### config.mk
export PLATFORM = sky130hd
export DESIGN_NAME = cnt_ud_ctrl
export DESIGN_NICKNAME = d
export VERILOG_FILES = /design/src/rtl/cnt_ud_ctrl.sv
export SDC_FILE = /design/constraint.sdc
export NUM_CORES = 1
export LEC_CHECK = 0
export CELL_PAD_IN_SITES_DETAIL_PLACEMENT = 2
export CELL_PAD_IN_SITES_GLOBAL_PLACEMENT = 2
export CORE_MARGIN = 2
export CORE_UTILIZATION = 30
export DETAILED_ROUTE_END_ITERATION = 7
export HOLD_SLACK_MARGIN = 0.12
export PLACE_DENSITY_LB_ADDON = 0.1
export SYNTH_ARGS = -nofsm -noshare
export SYNTH_HDL_FRONTEND = slang
export SYNTH_SLANG_ARGS = --single-unit
### constraint.sdc
create_clock -name clk -period 1.9 [get_ports clk]
set_input_delay 0.19 -clock clk [delete_from_list [all_inputs] [get_ports clk]]
set_output_delay 0.19 -clock clk [all_outputs]
set_load 0.1 [all_outputs]
### src/rtl/cnt_ud_ctrl.sv
// Command controller for an up/down loadable counter: holds the counter by
// reloading its own value, and runs it for exactly N cycles on STEP commands.
module cnt_ud_ctrl #(
   parameter int WIDTH = 4,
   parameter int WRAPW = 8
) (
   input  logic             clk,
   input  logic             rstn,
   input  logic             cmd_valid,
   output logic             cmd_ready,
   input  logic [1:0]       cmd_op,
   input  logic [WIDTH-1:0] cmd_arg,
   output logic             rsp_valid,
   output logic [WIDTH-1:0] rsp_count,
   output logic [WRAPW-1:0] rsp_wraps,
   output logic [WIDTH-1:0] cnt_load,
   output logic             cnt_load_en,
   output logic             cnt_down,
   input  logic [WIDTH-1:0] cnt_count,
   input  logic             cnt_rollover
);

   typedef enum logic [1:0] {HOLD, LOAD_S, RUN, RESP} state_t;

   localparam logic [1:0] OP_LOAD = 2'b00;
   localparam logic [1:0] OP_UP   = 2'b01;
   localparam logic [1:0] OP_DN   = 2'b10;

   state_t           state;
   logic [1:0]       op_q;
   logic [WIDTH-1:0] arg_q;
   logic [WIDTH-1:0] remaining;
   logic [WRAPW-1:0] wraps_q;

   logic             accept;
   logic             wrap_hit;
   logic [WRAPW-1:0] wraps_nxt;
   logic [WIDTH-1:0] step_nxt;

   assign accept = cmd_valid & cmd_ready;

   // The wrap is judged on the pre-edge value: all-ones going up, zero going down.
   assign wrap_hit  = (state == RUN) &&
                      ((op_q == OP_DN) ? (cnt_count == '0) : cnt_rollover);
   assign wraps_nxt = (wrap_hit && (wraps_q != {WRAPW{1'b1}})) ? wraps_q + WRAPW'(1)
                                                                : wraps_q;
   // Value the counter takes on the final RUN edge, so the response can be registered.
   assign step_nxt  = (op_q == OP_DN) ? cnt_count - WIDTH'(1) : cnt_count + WIDTH'(1);

   // Outside LOAD_S the counter reloads its own value, freezing it.
   assign cnt_load  = (state == LOAD_S) ? arg_q : cnt_count;

   always_ff @(posedge clk or negedge rstn) begin
      if (!rstn) begin
         state       <= HOLD;
         op_q        <= '0;
         arg_q       <= '0;
         remaining   <= '0;
         wraps_q     <= '0;
         cmd_ready   <= 1'b0;
         rsp_valid   <= 1'b0;
         rsp_count   <= '0;
         rsp_wraps   <= '0;
         cnt_load_en <= 1'b1;
         cnt_down    <= 1'b0;
      end else begin
         rsp_valid <= 1'b0;
         cmd_ready <= 1'b0;
         case (state)
            HOLD: begin
               if (accept) begin
                  op_q    <= cmd_op;
                  arg_q   <= cmd_arg;
                  wraps_q <= '0;
                  if (cmd_op == OP_LOAD) begin
                     state <= LOAD_S;
                  end else if ((cmd_op == OP_UP || cmd_op == OP_DN) && cmd_arg != '0) begin
                     state       <= RUN;
                     remaining   <= cmd_arg;
                     cnt_load_en <= 1'b0;
                     cnt_down    <= (cmd_op == OP_DN);
                  end else begin
                     // READ or a zero-length step answers straight away.
                     state     <= RESP;
                     rsp_valid <= 1'b1;
                     rsp_count <= cnt_count;
                     rsp_wraps <= '0;
                  end
               end else begin
                  cmd_ready <= 1'b1;
               end
            end
            LOAD_S: begin
               state     <= RESP;
               wraps_q   <= '0;
               rsp_valid <= 1'b1;
               rsp_count <= arg_q;
               rsp_wraps <= '0;
            end
            RUN: begin
               remaining <= remaining - WIDTH'(1);
               wraps_q   <= wraps_nxt;
               if (remaining == WIDTH'(1)) begin
                  state       <= RESP;
                  rsp_valid   <= 1'b1;
                  rsp_count   <= step_nxt;
                  rsp_wraps   <= wraps_nxt;
                  cnt_load_en <= 1'b1;
                  cnt_down    <= 1'b0;
               end
            end
            default: begin
               state     <= HOLD;
               cmd_ready <= 1'b1;
            end
         endcase
      end
   end

endmodule

# Word-level counts from Yosys, hierarchy flattened
# Index checks and enable logic that the tools add are counted.
dict set report totals {
  register_bits 36
  inputBits 14
  output_inout_bits 20
}
dict set report classes {
  n_addsub 4
  eq_ne 12
  muxes 42
  bitwise 1
  n_reduce_logical 17
}
# cell n
set op_table {}
lappend op_table {{$mux 8} 6}
lappend op_table {{$pmux 8 s3} 2}
lappend op_table {{$mux 4} 9}
lappend op_table {{$mux 1} 15}
lappend op_table {{$pmux 4 s3} 1}
lappend op_table {{$reduce_and 5->1} 2}
lappend op_table {{$add 8x1->8 const B} 1}
lappend op_table {{$ne 2x2->1 const B} 4}
lappend op_table {{$ne 8x8->1 const B} 1}
lappend op_table {{$pmux 4 s2} 1}
lappend op_table {{$sub 4x1->4 const B} 2}
lappend op_table {{$eq 2x2->1 const B} 3}
lappend op_table {{$mux 2} 3}
lappend op_table {{$pmux 1 s2} 3}
lappend op_table {{$pmux 2 s3} 1}
lappend op_table {{$reduce_and 2->1} 3}
lappend op_table {{$add 4x1->4 const B} 1}
lappend op_table {{$eq 2x1->1 const B} 2}
lappend op_table {{$eq 4x1->1 const B} 1}
lappend op_table {{$logic_not 2->1} 2}
lappend op_table {{$logic_not 4->1} 1}
lappend op_table {{$reduce_and 4->1} 1}
lappend op_table {{$reduce_bool 4->1} 1}
lappend op_table {{$logic_and 1x1->1} 3}
lappend op_table {{7 further kinds} 7}

# Logic depth before layout (Yosys ltp)
# Gate-level depths: netlist (run 1).
dict set report depth {
  ltp_word 7
  mapped_depth 9
  depth_no_buf 7
}

# Worst setup path before layout (run 1)
# Ideal clock, no wire load.
dict set report synth_timing {
  path_kind {flip-flop to output port}
  startpoint {register state[1]}
  endpoint {output port cnt_load[0]}
  arrival_time_ps 2897
  t_required_ps 1710
  path_slack_ps -1187
  stages_incl_launch_ff 5
  n_path_buf 1
  cell_sequence {dfrtp_1 -> inv_1 -> ha_1 -> clkbuf_1 -> o21ai_0}
}
dict set report synth_via {
  elab_chain_cells 2
}
# item line_no
set synth_lines {}
lappend synth_lines {{from (decl)} 29} ;# state_t state;
lappend synth_lines {{from (signal assigned)} 55} ;# state <= HOLD;
lappend synth_lines {{from (signal assigned)} 76} ;# state <= LOAD_S;
lappend synth_lines {{from (signal assigned)} 78} ;# state <= RUN;
lappend synth_lines {{$eq 2x1->1} 51} ;# assign cnt_load = (state == LOAD_S) ? arg_q : cnt_count;
lappend synth_lines {{$mux 4} 51}
lappend synth_lines {{to (decl)} 16} ;# output logic [WIDTH-1:0] cnt_load,
# Every way passes these cells.

# Final worst setup path (run 1)
dict set report layout_timing {
  startpoint {register op_q[0]}
  endpoint {register rsp_count[3]}
}
dict set report layout_via {
  elab_chain_cells 4
}
# item line_no
set layout_lines {}
lappend layout_lines {{from (decl)} 30} ;# logic [1:0] op_q;
lappend layout_lines {{from (signal assigned)} 72} ;# op_q <= cmd_op;
lappend layout_lines {{$eq 2x2->1} 48} ;# assign step_nxt = (op_q == OP_DN) ? cnt_count - WIDTH'(1) : cnt_count + WIDTH'(1);
lappend layout_lines {{$mux 4} 48}
lappend layout_lines {{$mux 4} 103} ;# if (remaining == WIDTH'(1)) begin
lappend layout_lines {{$pmux 4 s3} 69} ;# case (state)
lappend layout_lines {{to (signal assigned)} 86} ;# rsp_count <= cnt_count;
lappend layout_lines {{to (signal assigned)} 97} ;# rsp_count <= arg_q;
lappend layout_lines {{to (signal assigned)} 106} ;# rsp_count <= step_nxt;
lappend layout_lines {{to (decl)} 14} ;# output logic [WIDTH-1:0] rsp_count,
# Every way passes these cells. The select of a mux whose other input is x is not followed.
# A chain may end at the register's enable or synchronous reset.

==> flow_summary.json, run 1 <==
{
  "antenna_found_initial": 0,
  "p_leak_nw": 1.433,
  "dpl_cell_area_um2": 2927,
  "first_global_vias": 2171,
  "setup_viol": 0,
  "drive_above_1_share_pct": 31.73,
  "status": "finished clean",
  "start_util_pct": 30.62,
  "dieHeight_um": 89.58,
  "yosys_warnings": 0,
  "ant_nets": 0,
  "drt_iter0_drc": 81,
  "crit_path_end_kind": "flip-flop",
  "nNetsFinal": 336,
  "layout_common_cells": "buf_4 (57), dfrtp_1 (33), nand2_1 (31)",
  "hold_path.class": "in -> async",
  "synthFlopType": "dfrtp_1",
  "slew_viol_final": 0,
  "dp_cells": 400,
  "cts_root_buffer": "clkbuf_8",
  "fin_cells": 411,
  "critical_path_class": "reg -> reg",
  "synth_top_cell_area_share_pct": 39.86,
  "synth_edf_count": 0,
  "rr_startpoint": "op_q[0]$_DFFE_PN0P_",
  "clock.fmax_mhz": 548.3,
  "clock_tree.htree_level_count": 2,
  "powerDensity_nw_per_um2": 1766,
  "netlist_area_um2": 2197,
  "grt_pass1_wl_um": 11010,
  "syn2layout_area_growth_pct": 42.88,
  "place_ws_ns": -0.3046,
  "min_period_ns": 1.824,
  "synth_largest_area_cell": "dfrtp_1",
  "drcViolationCount": 0,
  "crit_arrival_ns": 1.99,
  "worst_slack_ns": 0.07618,
  "drt_pass1_iterations": 4,
  "fin_crit_sh_pct": 95.99,
  "ys_seq_area_share_pct": 41.06,
  "tritoncts": "yes",
  "max-slew-margin-rel_pct": 65.18,
  "max-cap-violations": 0,
  "ff2ff_path_depth": 6,
  "fp.dieW_um": 89.58,
  "grt.overflow.total": 0,
  "globalplace.congestion": 0.7282,
  "syn_nets": 265,
  "port_buffers": 33,
  "grt_use_total_pct": 18.08,
  "clock-sinks": 36,
  "postLayoutCellArea_um2": 3139,
  "synth_seq_cells": 36,
  "ys_top_cells_by_area": "dfrtp_1 (40%), ha_1 (6.3%), o21ai_0 (5.7%)",
  "vias": 2028,
  "ios": 34,
  "path_max_fanout": 4,
  "synth_area_per_cell_um2": 9.155,
  "rsz0062_at_grt": "true",
  "fin_worst_skew_ns": 0.01203,
  "timing.rr.end": "rsp_count[3]$_DFFE_PN0P_",
  "reg2reg_slack_ns": 0.08,
  "hold_violations": 0,
  "synthesis.instances": 240,
  "cts.clk_slew.worst_paths_ns": 0.08,
  "ir_drop_mv": 0.8075,
  "cts_buffers": 5,
  "core_area_um2": 7176,
  "yosysUniqueCellTypes": 48,
  "layout_commonest_cell": "buf_4",
  "synth_async_sr_flop_share_pct": 100.0,
  "die_area_um2": 8025,
  "n_antenna_cell": 0,
  "clk_path_buf_depth": 2,
  "grt_max_degree": 17,
  "hpwl_um": 5390,
  "core.rowCount": 31,
  "drt_wl_total_um": 6740,
  "p_total_mw": 5.544,
  "clkLatencyLatePin_ns": 0.29,
  "num-fill-cells": 797,
  "wl_per_cell_um": 16.40,
  "tightestPinTransition_ns": 0.5205,
  "avgViaCountPerCell": 4.934,
  "start_kind": "flip-flop",
  "cp.required_ns": 2.07
}
[flip-flops by register name (all words and copies together) (netlist names)]
| register | flops |
|---|---|
| rsp_wraps | 8 |
| remaining | 4 |
| cnt_down | 1 |
| op_q | 2 |
| state | 2 |
| rsp_count | 4 |
| cnt_load_en | 1 |
| arg_q | 4 |
| rsp_valid | 1 |
| wraps_q | 8 |
| cmd_ready | 1 |
[logic make-up after synthesis]
family	synth area share, %
buffers and inverters	5.182
multiplexers	7.745
adder cells (fa/ha/maj)	6.264
AO/OA/AOI/OAI	19.99
AND/OR/NAND/NOR	17.37
XOR/XNOR	2.392
flip-flops	41.06
[repair_timing]
action | 4_1_cts | 5_1_grt
setup buffers | 0 | 2
pin swaps | 0 | 2
resized for setup | 2 | 17
hold buffers | 1 | 0
endpoints found under the hold margin | 13 | 0
endpoints found under the setup margin | 5 | 26
[worst max-delay path: stages (launching register included)]
cell	delay, ns
dfrtp_1	0.42
nor2b_2	0.23
ha_1	0.31
a31oi_1	0.18
o21ai_0	0.13
mux2i_1	0.15
o31a_1	0.28
[report_power, final]
part	internal (mW)	total, mW	switching (mW)
Clock	0.390	0.671	0.281
Sequential	1.01	1.20	0.187
Combinational	1.39	3.67	2.28
[Yosys cell counts, types with 3 or more instances]
library cell,n
a21oi_1,14
a221oi_1,3
a31oi_1,6
buf_2,3
clkbuf_1,7
dfrtp_1,35
ha_1,11
inv_1,14
mux2_2,8
mux2i_1,8
nand2_1,31
nand3_1,9
nand4_1,5
nor2_1,10
nor3_1,3
o21ai_0,25
o22ai_1,4
o31ai_1,3
xor2_1,4
[final cells by class]
type / count / area (µm²) / share of cell area, %
multi-input cells: 176 / 1256 / 40.02
clock inverters: 2 / 35.03 / 1.116
flip-flops and latches: 36 / 904.6 / 28.82
clock buffers: 6 / 72.57 / 2.312
inverters: 14 / 52.55 / 1.674
well taps: 99 / 123.9 / 3.946
repair buffers: 78 / 694.4 / 22.12
[per-stage QoR]
| stage | hold WS [ns] | util [%] | setup TNS, ns |
|---|---|---|---|
| 2_1_floorplan | -0.1056 | - | -0.8606 |
| 3_3_place_gp | 0.1486 | 40.78 | -3.835 |
| 3_5_place_dp | 0.1427 | 40.78 | -4.384 |
| 4_1_cts | 0.3741 | 42.49 | 0 |
| 5_1_grt | 0.3851 | 43.75 | -0.1694 |
| 6_report | 0.3665 | 43.75 | 0 |
[routing by layer]
metal | wire, µm | global-route usage [%] | share of wire, % | up-vias
met3 | 130 | 3.108 | 1.9 | 5
li1 | - | - | - | 996
met4 | 42 | 3.256 | 0.62 | 0
met5 | 0 | 0 | 0 | -
met1 | 3212 | 24.49 | 48 | 1003
met2 | 3355 | 30.61 | 50 | 24
[worst max-delay path by stage]
stage / startpoint / to / cells after the start
5_1_grt: op_q[0]$_DFFE_PN0P_ / wraps_q[3]$_DFFE_PN0P_ / 6
4_1_cts: cmd_op[1] / remaining[3]$_DFFE_PN0P_ / 8
2_1_floorplan: state[1]$_DFFE_PN0P_ / cnt_load[0] / 4
6_report: op_q[0]$_DFFE_PN0P_ / rsp_count[3]$_DFFE_PN0P_ / 6
3_3_place_gp: cmd_op[1] / remaining[1]$_DFFE_PN0P_ / 8
3_5_place_dp: cmd_op[1] / remaining[3]$_DFFE_PN0P_ / 8
Note: power is estimated with default switching activity, not from simulation.
==> run 2: changes to the inputs <==
--- a/config.mk
+++ b/config.mk
@@ -5,10 +5,10 @@
 export SDC_FILE = /design/constraint.sdc
 export NUM_CORES = 1
 export LEC_CHECK = 0
+export ABC_AREA = 1
 export CELL_PAD_IN_SITES_DETAIL_PLACEMENT = 2
 export CELL_PAD_IN_SITES_GLOBAL_PLACEMENT = 2
-export CORE_MARGIN = 2
-export CORE_UTILIZATION = 30
+export CORE_UTILIZATION = 28
 export DETAILED_ROUTE_END_ITERATION = 7
 export HOLD_SLACK_MARGIN = 0.12
 export PLACE_DENSITY_LB_ADDON = 0.1
==> run 2 against run 1 <==
Compared with the run above: maximum frequency rose by 0.92%; first-iteration DRC count decreased by 53%; core utilization decreased by 5.2 points; global-route usage up 0.54 points; clock-buffer cell count up 2; wire length rose by 9.9%; critical endpoint is now rsp_wraps[2]$_DFFE_PN0P_.
==> flow_summary.json, run 2 <==
{
  "num-fill-cells": 947,
  "dieHeight_um": 92.11,
  "setup_tns_ns": 0,
  "switchingPower_mw": 2.936,
  "tightestPinTransition_ns": 0.5002,
  "grt_use_total_pct": 18.62,
  "crit_family": "simple AND/OR/NAND/NOR gates",
  "nNetsFinal": 395,
  "intPower_mw": 2.452,
  "port_buffers": 33,
  "cp_slowest_cell": "dfrtp_1",
  "hold_violations": 0,
  "core_area_um2": 7807,
  "clock_tree.htree_level_count": 2,
  "layout_commonest_cell": "nand2_1",
  "antenna_found_initial": 0,
  "synth_seq_cells": 36,
  "cp.required_ns": 2.13,
  "fin_util_pct": 38.59,
  "synth_edf_count": 0,
  "grt_max_degree": 21,
  "crit_chain": "inv_1, ha_1, inv_2, a21oi_4, nor2_4, nand2_2, nor2_4, buf_12, nand2_8, inv_4, nand3_1, nand2_1",
  "hpwl_um": 5585,
  "drive_above_1_share_pct": 19.68,
  "grt_pass1_wl_um": 12100,
  "first_global_vias": 2328,
  "powerDensity_nw_per_um2": 1788,
  "core.rowCount": 32,
  "max-cap-violations": 0,
  "tritoncts": "yes",
  "p_total_mw": 5.388,
  "synth_area_per_cell_um2": 7.310,
  "syn2layout_area_growth_pct": 32.53,
  "synth_largest_area_cell": "dfrtp_1",
  "fp.dieW_um": 92.11,
  "hold_path.class": "in -> async",
  "avgViaCountPerCell": 4.732,
  "ant_nets": 0,
  "drt_wl_total_um": 7404,
  "n_antenna_cell": 0,
  "slew_viol_final": 0,
  "reg_top3": "rsp_wraps: 8 flops, wraps_q: 8 flops",
  "pwr-share-comb_pct": 67.5,
  "yosys_warnings": 0,
  "path_max_fanout": 5,
  "critical_path_buf_inv_count": 4,
  "p_leak_nw": 1.612,
  "swShare_pct": 54.49,
  "ir_drop_mv": 0.9118,
  "cts_buffers": 5,
  "cts.clk_slew.worst_paths_ns": 0.07,
  "wl_per_cell_um": 15.65,
  "ys_seq_area_share_pct": 39.68,
  "vias": 2238,
  "synthesis.instances": 311,
  "p_seq_share_pct": 21.7,
  "start_kind": "flip-flop",
  "fin_worst_skew_ns": 0.008943,
  "clk_path_buf_depth": 2,
  "crit_path_end_kind": "flip-flop",
  "fin_crit_sh_pct": 95.12,
  "layout_common_cells": "nand2_1 (114), nand3_1 (36), buf_4 (36)",
  "dpl_cell_area_um2": 2778,
  "drcViolationCount": 0,
  "clkPwrFrac_pct": 10.8,
  "min_period_ns": 1.807,
  "yosysMostFrequentCell": "nand2_1",
  "synth_async_sr_flop_share_pct": 100.0,
  "setup_viol": 0,
  "yosysUniqueCellTypes": 31,
  "ys_top_cells_by_area": "dfrtp_1 (39%), nand2_1 (19%), nand3_1 (8.1%)",
  "syn_nets": 336,
  "drt_iter0_drc": 38,
  "status": "finished clean",
  "grt.overflow.total": 0,
  "synth_top_cell_area_share_pct": 38.53,
  "synthFlopType": "dfrtp_1",
  "clkLatencyLatePin_ns": 0.29,
  "cts_root_buffer": "clkbuf_8",
  "clock-sinks": 36,
  "cpMostUsedCell": "nor2_4",
  "clock.fmax_mhz": 553.3,
  "globalplace.congestion": 0.7522,
  "max-slew-margin-rel_pct": 66.66,
  "drt_pass1_iterations": 4,
  "netlist_area_um2": 2273,
  "critical_path_class": "reg -> reg",
  "start_util_pct": 29.12,
  "crit_arrival_ns": 2.03,
  "ys_top_cells_by_count": "nand2_1 (115), nand3_1 (37), dfrtp_1 (35), inv_1 (34), o21ai_0 (25)",
  "die_area_um2": 8483,
  "postLayoutCellArea_um2": 3013,
  "cpPeakStageDelay_ns": 0.38,
  "ios": 34
}
run 2: cell count changes after synthesis, sizes merged, moves of 8 or more:
| cell | delta |
|---|---|
| mux2 | -8 |
| mux2i | -8 |
| inv | +25 |
| nand2 | +87 |
| nand3 | +28 |
| a21oi | -10 |
run 2: path summary, 6_finish.rpt:
check,start,slack [ns],cells past startpoint,to
setup / recovery,state[0]$_DFFE_PN0P_,0.09,12,rsp_wraps[2]$_DFFE_PN0P_
hold / removal,rstn,0.40,2,rsp_count[3]$_DFFE_PN0P_
setup reg to reg,state[0]$_DFFE_PN0P_,0.09,12,rsp_wraps[2]$_DFFE_PN0P_
hold reg to reg,rsp_wraps[2]$_DFFE_PN0P_,0.49,2,rsp_wraps[2]$_DFFE_PN0P_
max in group asynchronous,rstn,0.89,3,cnt_load_en$_DFFE_PN1P_
min in group clk,rsp_wraps[2]$_DFFE_PN0P_,0.49,2,rsp_wraps[2]$_DFFE_PN0P_
run 2: cells by family after synthesis:
logic type | share of synthesized area (%)
and+or+nand+nor | 33.79
buffers and inverters | 9.026
AOI/OAI and AO/OA | 9.907
DFF | 39.68
adders and majority gates | 6.054
xor gates and xnor gates | 1.541
run 2: per-stage QoR:
step / setup slack [ns] / hold WS (ns) / std cells
floorplan: -0.4560 / -0.1056 / 311
global placement: 0.1007 / 0.1985 / 453
detailed placement: 0.05715 / 0.1940 / 453
CTS: 0.07795 / 0.4197 / 462
global route: -0.05062 / 0.4421 / 473
finish: 0.09273 / 0.3977 / 473
run 2: what timing repair did:
| action | 4_1_cts | 5_1_grt |
|---|---|---|
| resized for setup | 1 | 8 |
| pin swaps | 0 | 4 |
| endpoints found under the hold margin | 18 | 0 |
| endpoints found under the setup margin | 2 | 16 |
| hold buffers | 1 | 0 |
| gates cloned | 0 | 3 |
| setup buffers | 0 | 8 |
run 2: worst reg2reg max path, stage by stage, from the launching register on:
cell and delay, ns:
dfrtp_1 0.38, inv_1 0.10, ha_1 0.24, inv_2 0.11, a21oi_4 0.06, nor2_4 0.13
nand2_2 0.09, nor2_4 0.18, buf_12 0.13, nand2_8 0.08, inv_4 0.10, nand3_1 0.08
nand2_1 0.06
run 2: per-layer routing:
metal | track usage, % | wire, µm
met4 | 4.297 | 63
met1 | 24.65 | 3608
met3 | 2.985 | 151
met2 | 31.72 | 3579
met5 | 0 | 0
run 2: final cells by class:
class	instances	area (µm²)	area share, %
repair buffers	55	505.5	16.78
flip-flops and latches	36	902.1	29.94
multi-input cells	230	1217	40.41
repair inverters	1	6.256	0.2076
clock buffers	8	90.09	2.990
inverters	41	163.9	5.440
well taps	102	127.6	4.236
run 2: power groups by stage:
stage	registers, mW	clock network, mW	logic [mW]
floorplan	1.70	0	1.73
global placement	1.17	0	3.14
detailed placement	1.18	0	3.19
CTS	1.17	0.609	3.21
global route	1.19	0.639	3.97
finish	1.17	0.584	3.64
